`src/rtl/codec_pkg.sv`:
```
// rtl/codec_pkg.sv - WM8731 register map, sequencer state encoding and frame builder.
package codec_pkg;

  localparam logic [6:0] REG_R0  = 7'd0;
  localparam logic [6:0] REG_R1  = 7'd1;
  localparam logic [6:0] REG_R2  = 7'd2;
  localparam logic [6:0] REG_R3  = 7'd3;
  localparam logic [6:0] REG_R4  = 7'd4;
  localparam logic [6:0] REG_R5  = 7'd5;
  localparam logic [6:0] REG_R6  = 7'd6;
  localparam logic [6:0] REG_R7  = 7'd7;
  localparam logic [6:0] REG_R8  = 7'd8;
  localparam logic [6:0] REG_R9  = 7'd9;
  localparam logic [6:0] REG_R15 = 7'd15;

  typedef logic [2:0] cfg_state_t;

  localparam cfg_state_t ST_IDLE  = 3'd0;
  localparam cfg_state_t ST_LOAD  = 3'd1;
  localparam cfg_state_t ST_ISSUE = 3'd2;
  localparam cfg_state_t ST_WAIT  = 3'd3;
  localparam cfg_state_t ST_GAP   = 3'd4;
  localparam cfg_state_t ST_DONE  = 3'd5;
  localparam cfg_state_t ST_ERROR = 3'd6;

  function automatic logic [23:0] build_frame(input logic [7:0] dev,
                                              input logic [6:0] addr,
                                              input logic [8:0] data);
    return {dev, addr, data};
  endfunction

endpackage

```
`src/rtl/codec_cfg_rom.sv`:
```
// rtl/codec_cfg_rom.sv - power-up register write table, indexed by entry number.
module codec_cfg_rom
  import codec_pkg::*;
(
  input  logic [3:0] index,
  output logic [6:0] addr,
  output logic [8:0] data
);

  // Reset first, activate last; anything past the table is a harmless R9 deactivate.
  always_comb begin
    addr = REG_R9;
    data = 9'h000;
    case (index)
      4'd0:    begin addr = REG_R15; data = 9'h000; end
      4'd1:    begin addr = REG_R6;  data = 9'h010; end
      4'd2:    begin addr = REG_R0;  data = 9'h017; end
      4'd3:    begin addr = REG_R1;  data = 9'h017; end
      4'd4:    begin addr = REG_R2;  data = 9'h079; end
      4'd5:    begin addr = REG_R3;  data = 9'h079; end
      4'd6:    begin addr = REG_R4;  data = 9'h012; end
      4'd7:    begin addr = REG_R5;  data = 9'h000; end
      4'd8:    begin addr = REG_R7;  data = 9'h002; end
      4'd9:    begin addr = REG_R8;  data = 9'h000; end
      4'd10:   begin addr = REG_R9;  data = 9'h001; end
      default: begin addr = REG_R9;  data = 9'h000; end
    endcase
  end

endmodule

```
`src/rtl/codec_cfg_sequencer.sv`:
```
// rtl/codec_cfg_sequencer.sv - walks the codec register table over I2C with retry,
// inter-write gap and response timeout.
module codec_cfg_sequencer
  import codec_pkg::*;
#(
  parameter logic [7:0] DEV_ADDR       = 8'h34,
  parameter int         NUM_REGS       = 11,
  parameter int         MAX_RETRY      = 3,
  parameter int         GAP_CYCLES     = 500,
  parameter int         TIMEOUT_CYCLES = 50000
) (
  input  logic        clk,
  input  logic        rst,
  input  logic        cfg_start,
  input  logic        i2c_ready,
  input  logic        i2c_done,
  input  logic        i2c_ack_ok,
  output logic        i2c_req,
  output logic [23:0] i2c_frame,
  output logic        cfg_busy,
  output logic        cfg_done,
  output logic        cfg_error,
  output logic [3:0]  cfg_index
);

  localparam int TIMER_MAX = (GAP_CYCLES > TIMEOUT_CYCLES) ? GAP_CYCLES : TIMEOUT_CYCLES;
  localparam int TIMER_W   = $clog2(TIMER_MAX + 1);
  localparam int RETRY_W   = $clog2(MAX_RETRY + 1);

  localparam logic [TIMER_W-1:0] TIMEOUT_LAST = TIMER_W'(TIMEOUT_CYCLES - 1);
  localparam logic [TIMER_W-1:0] GAP_LAST     = TIMER_W'(GAP_CYCLES - 1);
  localparam logic [RETRY_W-1:0] RETRY_LAST   = RETRY_W'(MAX_RETRY - 1);
  localparam logic [3:0]         INDEX_LAST   = 4'(NUM_REGS - 1);

  cfg_state_t         state;
  cfg_state_t         state_next;
  logic [TIMER_W-1:0] timer;
  logic [RETRY_W-1:0] retry;
  logic               last_ok;
  logic [6:0]         rom_addr;
  logic [8:0]         rom_data;
  logic               resp_ok;
  logic               resp_fail;
  logic               gap_end;

  codec_cfg_rom u_rom (
    .index (cfg_index),
    .addr  (rom_addr),
    .data  (rom_data)
  );

  // A done pulse in the timeout cycle takes precedence over the timeout.
  assign resp_ok   = i2c_done && i2c_ack_ok;
  assign resp_fail = (i2c_done && !i2c_ack_ok) || (!i2c_done && (timer == TIMEOUT_LAST));
  assign gap_end   = (timer == GAP_LAST);

  always_ff @(posedge clk) begin
    if (rst) begin
      state <= ST_IDLE;
    end else begin
      state <= state_next;
    end
  end

  always_comb begin
    state_next = state;
    case (state)
      ST_IDLE, ST_DONE, ST_ERROR: if (cfg_start) state_next = ST_LOAD;
      ST_LOAD:  state_next = ST_ISSUE;
      ST_ISSUE: if (i2c_ready) state_next = ST_WAIT;
      ST_WAIT: begin
        if (resp_ok) begin
          state_next = ST_GAP;
        end else if (resp_fail) begin
          state_next = (retry == RETRY_LAST) ? ST_ERROR : ST_GAP;
        end
      end
      ST_GAP: begin
        if (gap_end) begin
          if (!last_ok)                     state_next = ST_ISSUE;
          else if (cfg_index == INDEX_LAST) state_next = ST_DONE;
          else                              state_next = ST_LOAD;
        end
      end
      default: state_next = ST_IDLE;
    endcase
  end

  always_comb begin
    cfg_busy  = 1'b1;
    cfg_done  = 1'b0;
    cfg_error = 1'b0;
    i2c_req   = (state == ST_ISSUE) && i2c_ready && !rst;
    case (state)
      ST_IDLE:  cfg_busy = 1'b0;
      ST_DONE:  begin cfg_busy = 1'b0; cfg_done  = 1'b1; end
      ST_ERROR: begin cfg_busy = 1'b0; cfg_error = 1'b1; end
      default:  ;
    endcase
  end

  // One counter serves both the response timeout and the gap; it restarts on every state change.
  always_ff @(posedge clk) begin
    if (rst) begin
      timer     <= '0;
      retry     <= '0;
      last_ok   <= 1'b0;
      cfg_index <= '0;
      i2c_frame <= '0;
    end else begin
      if (state_next != state) begin
        timer <= '0;
      end else if ((state == ST_WAIT) || (state == ST_GAP)) begin
        timer <= timer + 1'b1;
      end

      case (state)
        ST_IDLE, ST_DONE, ST_ERROR: begin
          if (cfg_start) begin
            cfg_index <= '0;
            retry     <= '0;
          end
        end
        ST_LOAD: i2c_frame <= build_frame(DEV_ADDR, rom_addr, rom_data);
        ST_WAIT: begin
          if (resp_ok) begin
            retry   <= '0;
            last_ok <= 1'b1;
          end else if (resp_fail) begin
            retry   <= retry + 1'b1;
            last_ok <= 1'b0;
          end
        end
        ST_GAP: begin
          if (gap_end && last_ok && (cfg_index != INDEX_LAST)) cfg_index <= cfg_index + 1'b1;
        end
        default: ;
      endcase
    end
  end

endmodule

```
`config.mk`:
```
export PLATFORM = sky130hd
export DESIGN_NAME = codec_cfg_sequencer
export DESIGN_NICKNAME = d
export VERILOG_FILES = /design/src/rtl/codec_pkg.sv /design/src/rtl/codec_cfg_rom.sv /design/src/rtl/codec_cfg_sequencer.sv
export SDC_FILE = /design/constraint.sdc
export NUM_CORES = 1
export LEC_CHECK = 0
export CAP_MARGIN = 20
export CORE_ASPECT_RATIO = 0.6
export CORE_MARGIN = 2
export CORE_UTILIZATION = 55
export CTS_BUF_LIST = sky130_fd_sc_hd__clkbuf_8
export CTS_CLUSTER_SIZE = 28
export DETAILED_ROUTE_END_ITERATION = 10
export PLACE_DENSITY_LB_ADDON = 0.12
export SYNTH_ARGS = -nofsm -noshare
export SYNTH_HDL_FRONTEND = slang
export SYNTH_HIERARCHICAL = 1
export SYNTH_SLANG_ARGS = --single-unit
```
`constraint.sdc`:
```
create_clock -name clk -period 3.4 [get_ports clk]
set_clock_uncertainty 0.15 [all_clocks]
set_input_delay 0.34 -clock clk [delete_from_list [all_inputs] [get_ports clk]]
set_output_delay 0.34 -clock clk [all_outputs]
set_load 0.02 [all_outputs]
```
==> flow_metrics.env, run 1 <==
export IMPL_outcome="finished, final reports clean"
export IMPL_p_leak_nw=1.002
export IMPL_diodes=0
export IMPL_wl_per_cell_um=14.15
export IMPL_clk_pin_slew_ns=0.08
export IMPL_final_seq_area_um2=860.8
export IMPL_grt_start_max_net_pins=27
export IMPL_pwr_share_comb_pct=16.4
export IMPL_ys_async_sr_fraction_pct=0
export IMPL_synthDistinctLibCells=57
export IMPL_cts_sinks=43
export IMPL_hold_path_class="reg2reg"
export IMPL_die_x_um=91.93
export IMPL_cts_hold_buf=0
export IMPL_crit_type="reg2out"
export IMPL_drv_slew=0
export IMPL_fillers=411
export IMPL_synth_warning_count=6
export IMPL_synth_area_um2=2551
export IMPL_core_region_area_um2=4517
export IMPL_p_sw_uw=294.4
export IMPL_grt_pass1_wl_um=9798
export IMPL_port_buffers=32
export IMPL_totalPowerFinal_mw=1.041
export IMPL_layout_nets=349
export IMPL_holdPathStages=2
export IMPL_p_per_area_nw_per_um2=359.5
export IMPL_initial_core_util_pct=56.48
export IMPL_slew_limit_headroom_pct=33.11
export IMPL_synth_cells=312
export IMPL_crit_fanout=17
export IMPL_critPathRequiredTime_ns=2.91
export IMPL_die_y_um=56.76
export IMPL_synth_seq_cells=43
export IMPL_htreeDepth=2
export IMPL_firstDrtPassIters=4
export IMPL_io_pins=38
export IMPL_r2r_start="state[2]"
export IMPL_rr_endpoint="cfg_index[3]"
export IMPL_fmax_ghz=0.3682
export IMPL_start_kind="register"
export IMPL_worst_slew_pin_slew_ns=0.9979
export IMPL_worst_slack_ns=0.6844
export IMPL_finalSetupTns_ns=0
export IMPL_rsz0062_at_grt="no"
export IMPL_num_rows=19
export IMPL_hold_viol_final=0
export IMPL_synth_top_area_cell="dfxtp_1"
export IMPL_synthTopCellsByArea="dfxtp_1, nand2_1, ha_1"
export IMPL_p_int_uw=746.4
export IMPL_grt_pass1_vias=1944
export IMPL_die_area_um2=5217
export IMPL_period_needed_ns=2.716
export IMPL_yosysTopAreaCellShare_pct=33.74
export IMPL_finish_utilization_pct=64.10
export IMPL_drv_cap=0
export IMPL_endpoint_kind="output pin"
export IMPL_setup_viol=0
export IMPL_cts_buffers=5
export IMPL_cts_setup_buffers=0
export IMPL_final_layout_size_suffix_gt1_share_pct=7.553
export IMPL_cts_root_buf="clkbuf_8"
export IMPL_reg2reg_depth=5
export IMPL_reg2reg_setup_slack_ns=0.84
export IMPL_seq_power_share_pct=51.4
export IMPL_holdPathEnd="i2c_frame[13]"
export IMPL_synth_edf_count=0
export IMPL_vias=2143
export IMPL_tritoncts="yes"
export IMPL_drt_iter0_drc=142
export IMPL_antenna_found_initial=0
export IMPL_detail_route_vias_per_cell=5.439
export IMPL_worstSkewPairLatency_ns=0.29
export IMPL_area_growth_pct=13.49
export IMPL_avgSynthCellArea_um2=8.177
export IMPL_worstPathArrival_ns=2.23
export IMPL_peakVddDrop_uv=188.3
export IMPL_gp_congestion=0.8069
export IMPL_worstHoldStart="i2c_frame[13]"
export IMPL_fin_crit_sh_pct=79.87
export IMPL_grt_usage_pct=23.22
export IMPL_hpwl_um=3991
export IMPL_multiInputGateArea_um2=1488
export IMPL_synth_seq_area_share_pct=33.74
export IMPL_final_antenna_net_count=0
export IMPL_dp_slack_ns=0.9155
export IMPL_swShare_pct=28.29
export IMPL_synth_top_flop_cell="dfxtp_1"
export IMPL_clk_path_buf_depth=2
export IMPL_cts_resized=0
export IMPL_route_detailed_drc=0
export IMPL_wl_um=5576
export IMPL_overflow=0
export IMPL_clock_power_share_pct=32.2
-- critical path, cell delays in order (launching register included) --
cell	delay (ns)
dfxtp_1	0.70
nand2b_1	0.25
nor4b_1	0.33
clkdlybuf4s50_1	0.66
-- layer usage --
layer	wire length, um	vias up	track usage [%]
li1	-	1099	-
met3	334	2	5.638
met1	3140	982	38.38
met2	2088	60	29.31
met5	0	-	0
met4	13	0	4.691
-- flip-flops by register name (all words and copies together), names as in the netlist --
name and cells:
cfg_index 4, retry 2, last_ok 1, timer 16, i2c_frame 17, state 3
-- power groups by stage --
stage / sequential [mW] / clock (mW) / combinational [mW]
2_1_floorplan: 0.549 / 0 / 0.126
4_1_cts: 0.535 / 0.343 / 0.170
3_5_place_dp: 0.547 / 0 / 0.169
6_report: 0.535 / 0.335 / 0.171
5_1_grt: 0.539 / 0.363 / 0.186
3_3_place_gp: 0.546 / 0 / 0.168
-- layout by cell type (no fill, tap or decap), types with 3 or more instances in the layout --
cell type and n:
nand4_1 3, or3_1 4, o211ai_1 4, dfxtp_1 43
clkbuf_8 6, nand2_1 44, nor3b_1 6, mux2i_1 5
nor3_1 7, inv_1 10, ha_1 12, a21oi_1 26
nand2b_1 5, conb_1 10, nor2b_1 3, a31oi_1 3
nand3_1 15, o21ai_0 7, nor2_1 24, clkdlybuf4s50_1 32
o21ai_1 3, xnor2_1 15
-- synth_stat cells, types with 3 or more instances --
master / n
nand2_1: 44
dfxtp_1: 43
a21oi_1: 26
nor2_1: 24
buf_4: 16
nand3_1: 15
xnor2_1: 15
ha_1: 12
inv_1: 10
clkbuf_1: 7
nor3_1: 7
o21ai_0: 7
buf_2: 6
nor3b_1: 6
mux2i_1: 5
nand2b_1: 5
o211ai_1: 4
or3_1: 4
a31oi_1: 3
nand4_1: 3
nor2b_1: 3
o21ai_1: 3
-- area by class of cell --
type | count | area share (%)
inverter | 12 | 1.556
timing repair buffer | 34 | 11.58
tap | 63 | 2.723
sequential | 43 | 29.73
clock inverter | 1 | 0.1729
clock buffer | 6 | 2.852
multi-input combinational | 235 | 51.38
-- per-stage QoR --
stage               instance area [um^2]  cells  hold slack (ns)
floorplan                           2581    320           0.2979
global placement                    2808    387           0.2905
detailed placement                  2808    387           0.2964
CTS                                 2895    394           0.3079
global route                        2895    394           0.3232
finish                              2895    394           0.3047
-- how the worst max path moves through the flow --
stage | startpoint | slack (ns) | end
2_1_floorplan | cfg_index[0] | 1.31 | timer[9]
3_3_place_gp | state[2] | 0.95 | cfg_index[3]
3_5_place_dp | state[2] | 0.92 | cfg_index[3]
4_1_cts | state[1] | 0.71 | i2c_req
5_1_grt | state[1] | 0.56 | i2c_req
6_report | state[1] | 0.68 | i2c_req
-- cell families (layout without fill, tap and decap cells) --
family / Yosys count / count (layout) / synth area share [%]
multiplexers: 6 / 6 / 2.403
flip-flops: 43 / 43 / 33.74
AO/OA/AOI/OAI: 62 / 62 / 16.72
buffers and inverters: 42 / 53 / 9.123
AND/OR/NAND/NOR: 129 / 129 / 26.34
other: 2 / 10 / 0.2944
adder cells (fa/ha/maj): 12 / 12 / 5.885
XOR/XNOR: 16 / 16 / 5.493
Power figures use the tool's default switching activity.
==> run 2, diff against run 1 <==
Clock period 3.4 ns to 2.83 ns, I/O delays scaled along.
==> run 2 against run 1 <==
First-iteration DRC count increased by 13%. Worst hold slack about the same. Sequential power is 20% higher. Critical path depth is the same. Final cell count up 2.3%. Clock power grew 11%. Die area did not move. Via count increased by 3.9%. Total power increased by 18%. Sequential cell count stayed put. Routed wire length is 1.6% lower. Critical path type unchanged. Largest power group unchanged.
==> flow_metrics.env, run 2 (synthesized netlist as in run 1, its figures left out) <==
export IMPL_outcome="finished, final reports clean"
export IMPL_endpoint_kind="output pin"
export IMPL_final_common_cell="nand2_1"
export IMPL_dp_slack_ns=0.4997
export IMPL_setup_viol=0
export IMPL_hold_path_class="reg2reg"
export IMPL_fin_crit_sh_pct=94.98
export IMPL_wl_um=5487
export IMPL_wl_per_cell_um=13.62
export IMPL_worstPathArrival_ns=2.26
export IMPL_seq_power_share_pct=52.5
export IMPL_holdWs_ns=0.3048
export IMPL_period_needed_ns=2.688
export IMPL_largest_reg_flops=17
export IMPL_htreeDepth=2
export IMPL_area_growth_pct=15.60
export IMPL_reg2reg_depth=7
export IMPL_cts_buffers=5
export IMPL_final_cell_mix="nand2_1, dfxtp_1, clkdlybuf4s50_1"
export IMPL_fmax_ghz=0.3720
export IMPL_cts_sinks=43
export IMPL_swShare_pct=28.56
export IMPL_clk_path_buf_depth=2
export IMPL_tritoncts="yes"
export IMPL_peakVddDrop_uv=224.4
export IMPL_top_register="i2c_frame"
export IMPL_port_buffers=32
export IMPL_rsz0062_at_grt="no"
export IMPL_cts_hold_buf=0
export IMPL_r2r_start="timer[0]"
export IMPL_route_detailed_drc=0
export IMPL_pwr_share_comb_pct=17.1
export IMPL_worstSkewPairLatency_ns=0.30
export IMPL_dpl_cell_count=395
export IMPL_antenna_found_initial=0
export IMPL_finalSetupTns_ns=0
export IMPL_die_area_um2=5217
export IMPL_p_sw_uw=349.9
export IMPL_diodes=0
export IMPL_worst_slew_pin_slew_ns=0.5920
export IMPL_gp_congestion=0.8619
export IMPL_final_layout_size_suffix_gt1_share_pct=9.412
export IMPL_crit_fanout=17
export IMPL_firstDrtPassIters=4
export IMPL_cts_resized=0
export IMPL_core_region_area_um2=4517
export IMPL_holdPathStages=2
export IMPL_cts_setup_buffers=0
export IMPL_final_seq_area_um2=860.8
export IMPL_grt_start_max_net_pins=27
export IMPL_crit_type="reg2out"
export IMPL_multiInputGateArea_um2=1488
export IMPL_p_int_uw=875.4
export IMPL_critPathRequiredTime_ns=2.40
export IMPL_die_y_um=56.76
export IMPL_p_per_area_nw_per_um2=415.5
export IMPL_placed_cell_area_um2=2868
export IMPL_layout_nets=357
export IMPL_drv_cap=0
export IMPL_num_rows=19
export IMPL_io_pins=38
export IMPL_hold_viol_final=0
export IMPL_hpwl_um=4011
export IMPL_finalNonFillerCells=403
export IMPL_grt_usage_pct=23.45
export IMPL_reg2reg_setup_slack_ns=0.54
export IMPL_finalInstanceArea_um2=2949
export IMPL_clk_pin_slew_ns=0.08
export IMPL_worst_slack_ns=0.1420
export IMPL_holdPathEnd="i2c_frame[13]"
export IMPL_slew_limit_headroom_pct=60.48
export IMPL_start_kind="register"
export IMPL_drv_slew=0
export IMPL_drt_iter0_drc=161
export IMPL_initial_core_util_pct=56.48
export IMPL_p_leak_nw=1.047
export IMPL_vias=2226
export IMPL_detail_route_vias_per_cell=5.524
export IMPL_overflow=0
export IMPL_clock_power_share_pct=30.4
export IMPL_worstHoldStart="i2c_frame[13]"
export IMPL_reg_top3="i2c_frame x17, timer x16, cfg_index x4"
export IMPL_die_x_um=91.93
export IMPL_cts_root_buf="clkbuf_8"
export IMPL_grt_pass1_vias=1959
export IMPL_rr_endpoint="timer[3]"
export IMPL_final_antenna_net_count=0
export IMPL_fillers=405
export IMPL_grt_pass1_wl_um=9639
[run 2: changes by cell type in the layout (fill, tap and decap cells not counted), sizes merged]
cell | before | now
clkbuf | 6 | 5
inv | 12 | 14
buf | 2 | 10
[run 2: power groups by stage]
stage               Sequential [mW]  Combinational, mW  Clock, mW
floorplan                     0.660              0.151          0
global placement              0.656              0.207          0
detailed placement            0.657              0.207          0
CTS                           0.643              0.208      0.382
global route                  0.647              0.230      0.410
finish                        0.643              0.210      0.373
[run 2: worst max-delay path, cell delays in order, from the launching register on]
cell and delay, ns:
dfxtp_1 0.70, nand2b_1 0.25, nor4b_1 0.33, clkdlybuf4s50_1 0.67
[run 2: cell type report]
type	instances	share of cell area, %
Multi-Input combinational cell	235	50.45
Clock inverter	3	0.4243
Inverter	12	1.527
Sequential cell	43	29.19
Tap cell	63	2.673
Clock buffer	5	2.333
Timing Repair Buffer	42	13.41
[run 2: through the flow]
step	power [mW]	utilization, %
floorplan	0.8108	-
global placement	0.8633	63.49
detailed placement	0.8639	63.49
CTS	1.233	65.29
global route	1.286	65.29
finish	1.225	65.29
[run 2: worst max path at each step]
stage,slack (ns),from,depth (start not counted),end
2_1_floorplan,0.74,cfg_index[0],8,timer[9]
3_3_place_gp,0.58,state[1],3,i2c_req
3_5_place_dp,0.50,state[1],3,i2c_req
4_1_cts,0.16,state[1],3,i2c_req
5_1_grt,0.002,state[1],3,i2c_req
6_report,0.14,state[1],3,i2c_req
[run 2: per-layer routing]
| layer | vias to the layer above | routed length (um) | GRT usage, % |
|---|---|---|---|
| li1 | 1120 | - | - |
| met1 | 1016 | 3039 | 38.63 |
| met2 | 84 | 1896 | 28.36 |
| met3 | 6 | 486 | 6.040 |
| met4 | 0 | 63 | 7.036 |
| met5 | - | 0 | 0 |
